===== config.mk =====
export PLATFORM = sky130hd
export DESIGN_NAME = ram_req_ctrl
export DESIGN_NICKNAME = d
export VERILOG_FILES = /design/src/rtl/ram_pkg.sv /design/src/rtl/ram_resp_fifo.sv /design/src/rtl/ram_req_ctrl.sv
export SDC_FILE = /design/constraint.sdc
export NUM_CORES = 1
export LEC_CHECK = 0
export CAP_MARGIN = 10
export CORE_MARGIN = 3
export CORE_UTILIZATION = 52
export CTS_BUF_LIST = sky130_fd_sc_hd__clkbuf_8
export DETAILED_ROUTE_END_ITERATION = 16
export GPL_ROUTABILITY_DRIVEN = 0
export PLACE_DENSITY = 0.81
export SLEW_MARGIN = 40
export SYNTH_ARGS = -nofsm -noshare
export SYNTH_HDL_FRONTEND = slang
export SYNTH_SLANG_ARGS = --single-unit

===== constraint.sdc =====
create_clock -name clk -period 3.38 [get_ports clk]
set_input_delay 0.507 -clock clk [delete_from_list [all_inputs] [get_ports clk]]
set_output_delay 0.507 -clock clk [all_outputs]
set_load 0.005 [all_outputs]

===== src/rtl/ram_pkg.sv =====
// Shared defaults and data types for the RAM request controller, the RAM and the bench.
package ram_pkg;
   localparam int RAM_DATA_W     = 8;
   localparam int RAM_ADDR_W     = 4;
   localparam int RAM_RESP_DEPTH = 4;

   typedef logic [RAM_ADDR_W-1:0] ram_addr_t;
   typedef logic [RAM_DATA_W-1:0] ram_data_t;
endpackage


===== src/rtl/ram_resp_fifo.sv =====
// First-word-fall-through response buffer; occupancy is tracked by a count register.
module ram_resp_fifo
   import ram_pkg::*;
#(
   parameter int DEPTH = RAM_RESP_DEPTH,
   parameter int WIDTH = RAM_DATA_W,
   localparam int CW   = $clog2(DEPTH + 1)
) (
   input  logic             clk,
   input  logic             rst,
   input  logic             push,
   input  logic             pop,
   input  logic [WIDTH-1:0] din,
   output logic [WIDTH-1:0] dout,
   output logic             empty,
   output logic             full,
   output logic [CW-1:0]    count
);
   localparam int            PW   = (DEPTH > 1) ? $clog2(DEPTH) : 1;
   localparam logic [PW-1:0] LAST = PW'(DEPTH - 1);

   logic [WIDTH-1:0] r_mem [DEPTH];
   logic [PW-1:0]    r_wr_ptr;
   logic [PW-1:0]    r_rd_ptr;
   logic [CW-1:0]    r_count;
   logic             w_push_ok;
   logic             w_pop_ok;

   assign empty     = (r_count == '0);
   assign full      = (r_count == CW'(DEPTH));
   assign count     = r_count;
   assign w_push_ok = push && !full;
   assign w_pop_ok  = pop && !empty;
   // Empty buffer presents zero so the response bus has a defined value after reset.
   assign dout      = empty ? '0 : r_mem[r_rd_ptr];

   always_ff @(posedge clk) begin
      if (w_push_ok) r_mem[r_wr_ptr] <= din;
   end

   always_ff @(posedge clk) begin
      if (rst) begin
         r_wr_ptr <= '0;
         r_rd_ptr <= '0;
         r_count  <= '0;
      end else begin
         if (w_push_ok) r_wr_ptr <= (r_wr_ptr == LAST) ? '0 : r_wr_ptr + 1'b1;
         if (w_pop_ok)  r_rd_ptr <= (r_rd_ptr == LAST) ? '0 : r_rd_ptr + 1'b1;
         case ({w_push_ok, w_pop_ok})
            2'b10:   r_count <= r_count + 1'b1;
            2'b01:   r_count <= r_count - 1'b1;
            default: r_count <= r_count;
         endcase
      end
   end
endmodule


===== src/rtl/ram_req_ctrl.sv =====
// Turns write/read request streams into RAM strobes and returns read data in order,
// issuing a read only when a response buffer slot is already reserved for it.
module ram_req_ctrl
   import ram_pkg::*;
#(
   parameter int DATA_WIDTH = RAM_DATA_W,
   parameter int ADDR_WIDTH = RAM_ADDR_W,
   parameter int RESP_DEPTH = RAM_RESP_DEPTH
) (
   input  logic                  clk,
   input  logic                  rst,
   input  logic                  wr_valid,
   output logic                  wr_ready,
   input  logic [ADDR_WIDTH-1:0] wr_req_addr,
   input  logic [DATA_WIDTH-1:0] wr_req_data,
   input  logic                  rd_valid,
   output logic                  rd_ready,
   input  logic [ADDR_WIDTH-1:0] rd_req_addr,
   output logic                  resp_valid,
   input  logic                  resp_ready,
   output logic [DATA_WIDTH-1:0] resp_data,
   output logic                  wr_en,
   output logic [ADDR_WIDTH-1:0] wr_addr,
   output logic [DATA_WIDTH-1:0] wr_data,
   output logic                  rd_en,
   output logic [ADDR_WIDTH-1:0] rd_addr,
   input  logic [DATA_WIDTH-1:0] rd_data
);
   localparam int OW = $clog2(RESP_DEPTH + 1);

   logic [OW-1:0]         r_outstanding;
   logic                  r_wr_en;
   logic [ADDR_WIDTH-1:0] r_wr_addr;
   logic [DATA_WIDTH-1:0] r_wr_data;
   logic                  r_rd_en;
   logic [ADDR_WIDTH-1:0] r_rd_addr;
   logic                  r_rd_tag;
   logic                  w_collision;
   logic                  w_wr_hs;
   logic                  w_rd_hs;
   logic                  w_resp_hs;
   logic                  w_fifo_empty;
   logic                  w_fifo_full;
   logic [OW-1:0]         w_fifo_count;

   // A same-address read waits a cycle so it reaches the RAM after the write lands.
   assign w_collision = wr_valid && rd_valid && (wr_req_addr == rd_req_addr);
   assign wr_ready    = !rst;
   assign rd_ready    = !rst && (r_outstanding < OW'(RESP_DEPTH)) && !w_collision;
   assign w_wr_hs     = wr_valid && wr_ready;
   assign w_rd_hs     = rd_valid && rd_ready;
   assign resp_valid  = !rst && !w_fifo_empty;
   assign w_resp_hs   = resp_valid && resp_ready;

   assign wr_en   = r_wr_en;
   assign wr_addr = r_wr_addr;
   assign wr_data = r_wr_data;
   assign rd_en   = r_rd_en;
   assign rd_addr = r_rd_addr;

   always_ff @(posedge clk) begin
      if (rst) begin
         r_wr_en       <= 1'b0;
         r_wr_addr     <= '0;
         r_wr_data     <= '0;
         r_rd_en       <= 1'b0;
         r_rd_addr     <= '0;
         r_rd_tag      <= 1'b0;
         r_outstanding <= '0;
      end else begin
         r_wr_en  <= w_wr_hs;
         r_rd_en  <= w_rd_hs;
         r_rd_tag <= r_rd_en;
         if (w_wr_hs) begin
            r_wr_addr <= wr_req_addr;
            r_wr_data <= wr_req_data;
         end
         if (w_rd_hs) r_rd_addr <= rd_req_addr;
         case ({w_rd_hs, w_resp_hs})
            2'b10:   r_outstanding <= r_outstanding + 1'b1;
            2'b01:   r_outstanding <= r_outstanding - 1'b1;
            default: r_outstanding <= r_outstanding;
         endcase
      end
   end

   ram_resp_fifo #(
      .DEPTH (RESP_DEPTH),
      .WIDTH (DATA_WIDTH)
   ) u_resp_fifo (
      .clk   (clk),
      .rst   (rst),
      .push  (r_rd_tag),
      .pop   (w_resp_hs),
      .din   (rd_data),
      .dout  (resp_data),
      .empty (w_fifo_empty),
      .full  (w_fifo_full),
      .count (w_fifo_count)
   );

   // Credits cover every buffered entry, so the buffer can never overflow.
   always @(posedge clk) begin
      if (!rst) begin
         assert (!(r_rd_tag && w_fifo_full)) else $error("response pushed into full buffer");
         assert (w_fifo_count <= r_outstanding) else $error("buffer holds more than outstanding reads");
      end
   end
endmodule

==> metrics.md <==
| Metric | Value |
|---|---|
| Status | completed |
| # hold bufs at CTS | 0 |
| Power Density | 466.6 nW/um2 |
| Root Driver | clkbuf_8 |
| Yosys warns | 0 |
| IO Pins | 58 |
| Post-Syn Nets | 245 |
| Post-CTS resize count | 0 |
| Avg WL per Cell | 14.62 um |
| Crit Path Category | in2out |
| Layout Cells excl Fill | 342 |
| Peak Freq | 349.4 MHz |
| Yosys reg bits | 63 |
| Antenna violations before repair | 0 |
| Total Wirelength | 5000 um |
| H-tree depth | 3 |
| Post-DP HPWL | 3539 um |
| Max Slew Vio Count | 0 |
| PortBufs | 57 |
| Most frequent cell after synthesis | edfxtp_1 |
| Vias in the first global route | 1840 |
| Hold WC Path Type | reg2reg |
| Die Wd | 78.44 um |
| Seq/Total Area, Yosys | 0.5796 |
| Total chip power | 1.651 mW |
| Nets@finish | 308 |
| Post-synthesis cell type count | 32 |
| Layout area overhead | 29.62% |
| Post-synthesis async set-or-reset flop share | 0 |
| Mapped Area | 2729 um2 |
| Diode count | 0 |
| Clock buffer depth | 2 |
| Die area | 6153 um2 |
| Final setup violation count | 0 |
| Clock power frac | 0.345 |
| Minimum clock period | 2.862 ns |
| Post-DR vias/cell | 5.088 |
| Average size of a mapped cell | 13.18 um2 |
| Leakage | 1.309 nW |
| Clock transition at path regs | 0.07 ns |
| Cell taking the most area after synthesis | edfxtp_1 |
| Power Internal | 1.266 mW |
| Placed Cells | 326 |
| Unrepaired setup endpoints after global routing | false |
| Crit path launch type | input port |
| Final Hold Fails | 0 |
| Overflow after GRT | 0 |
| Row Count | 25 |
| Post-route ant nets | 0 |
| Worst Path Arrival | 2.36 ns |
| Most used DFF post-synth | edfxtp_1 |
| Final Cycle Share | 0.8469 |
| Switching share of power | 0.2332 |
| Crit. End Element | primary output |
| Synth area leaders | edfxtp_1, dfxtp_1, mux2i_1, mux4_2, nor2_1 |
| Total GRT Usage | 0.1829 |
| CTS tree | done |
| Global-route wire length before repair | 8590 um |
| Initial core utilization | 0.5557 |
| Data required time of the critical path | 2.87 ns |
| Net Switching | 385.0 uW |
| Max-cap viol count | 0 |
| Final Util | 0.7203 |
| Die Ht | 78.44 um |
| Post-Route Skew | 0.007213 ns |
| Clock sink total | 63 |
| EDFF count, synth | 32 |
| Synth Instances | 207 |
| Yosys top cell area share | 0.3521 |
| Max-slew headroom | 0.6299 |
| Combinational group share of total power | 0.138 |
| Core area | 4911 um2 |
| CTS Buf Count | 9 |
| Leading post-synthesis cells by instance count | edfxtp_1, dfxtp_1, nor2_1 |
| Largest net degree at the start of global routing | 35 |
| Slew @ Worst Pin | 0.5544 ns |
| Peak VDD IR | 320.4 uV |
| Seq pwr share | 0.517 |
| CP Max Fanout | 3 |
| DRC | 0 |
| Drt first pass iters | 4 |
| Clock latency on the worst-skew pair | 0.33 ns |
| DR vias | 1740 |
| DRT iter0 DRCs | 67 |
| Post-CTS Setup Bufs | 0 |
| Layout cell share with drive strength beyond 1 | 0.1418 |
| Setup TNS | 0 ns |
cell usage in the layout, fill, tap and decap left out, types with 2 or more instances in the layout:
cell	netlist	routed
clkbuf_8	0	11
fa_1	2	2
a21oi_1	5	5
and2_1	6	6
edfxtp_1	32	32
a22oi_1	4	4
and2b_4	4	4
inv_2	2	2
mux2i_1	19	19
ha_1	7	7
clkdlybuf4s50_1	0	57
inv_1	9	11
dfxtp_1	31	31
nor2_1	24	24
and3_1	5	5
xor2_1	7	7
o21ai_0	2	2
buf_4	0	4
mux4_2	8	8
or3_1	3	3
nor2b_1	10	10
nor3b_2	4	4
nand2_1	6	6
clkinv_2	0	2
metrics by stage:
step	instance area, um2	setup slack (ns)	hold WS (ns)
floorplan	2729	0.8659	0.4585
global placement	3361	0.4929	0.4491
detailed placement	3361	0.3908	0.4758
CTS	3537	0.4934	0.4886
global route	3537	0.4212	0.5100
finish	3537	0.5176	0.4878
cell families after synthesis:
kind of cell / synth area share
flip-flops: 0.5796
AND/OR/NAND/NOR: 0.1467
multiplexers: 0.1357
AO/OA/AOI/OAI: 0.03118
adder cells (fa/ha/maj): 0.04677
XOR/XNOR: 0.02568
buffers and inverters: 0.03439
final cells by class:
| type | instances | area [um2] |
|---|---|---|
| flip-flops and latches | 63 | 1582 |
| well taps | 67 | 83.83 |
| repair buffers | 61 | 600.6 |
| clock inverters | 5 | 25.02 |
| fillers | 338 | 1374 |
| inverters | 11 | 41.29 |
| multi-input cells | 124 | 1054 |
| clock buffers | 11 | 151.4 |
sequential cells by signal (all words and copies together) (netlist names), named ones only:
signal	cells
wr_data	8
u_resp_fifo.r_wr_ptr	2
u_resp_fifo.count	3
r_outstanding	3
wr_addr	4
rd_addr	4
r_rd_tag	1
u_resp_fifo.r_mem	32
wr_en	1
u_resp_fifo.r_rd_ptr	2
rd_en	1
layer usage:
metal | share of wire | track usage | vias up | routed length, um
met2 | 0.46 | 0.2800 | 50 | 2320
met1 | 0.45 | 0.2290 | 830 | 2238
met3 | 0.066 | 0.06078 | 8 | 331
li1 | - | - | 852 | -
met5 | 0 | 0 | - | 0
met4 | 0.022 | 0.09965 | 0 | 110
power by group through the flow:
stage | clock network, mW | logic, mW | registers (mW)
finish | 0.569 | 0.228 | 0.853
global route | 0.620 | 0.253 | 0.857
CTS | 0.581 | 0.231 | 0.854
detailed placement | 0 | 0.230 | 0.870
global placement | 0 | 0.225 | 0.868
floorplan | 0 | 0.119 | 0.862
final timing paths:
check / start / endpoint / slack (ns) / depth (start not counted)
worst max-delay path: rd_req_addr[0] / rd_ready / 0.52 / 6
worst min-delay path: rd_en / r_rd_tag / 0.49 / 1
worst min register to register: rd_en / r_rd_tag / 0.49 / 1
worst max register to register: u_resp_fifo.count[2] / r_outstanding[2] / 1.07 / 10
critical path, cell delays in order:
cell,delay [ns]
clkdlybuf4s50_1,0.49
xor2_1,0.27
nor3_4,0.06
and3_1,0.21
a211oi_1,0.27
clkdlybuf4s50_1,0.55
(Power assumes the default switching activity.)
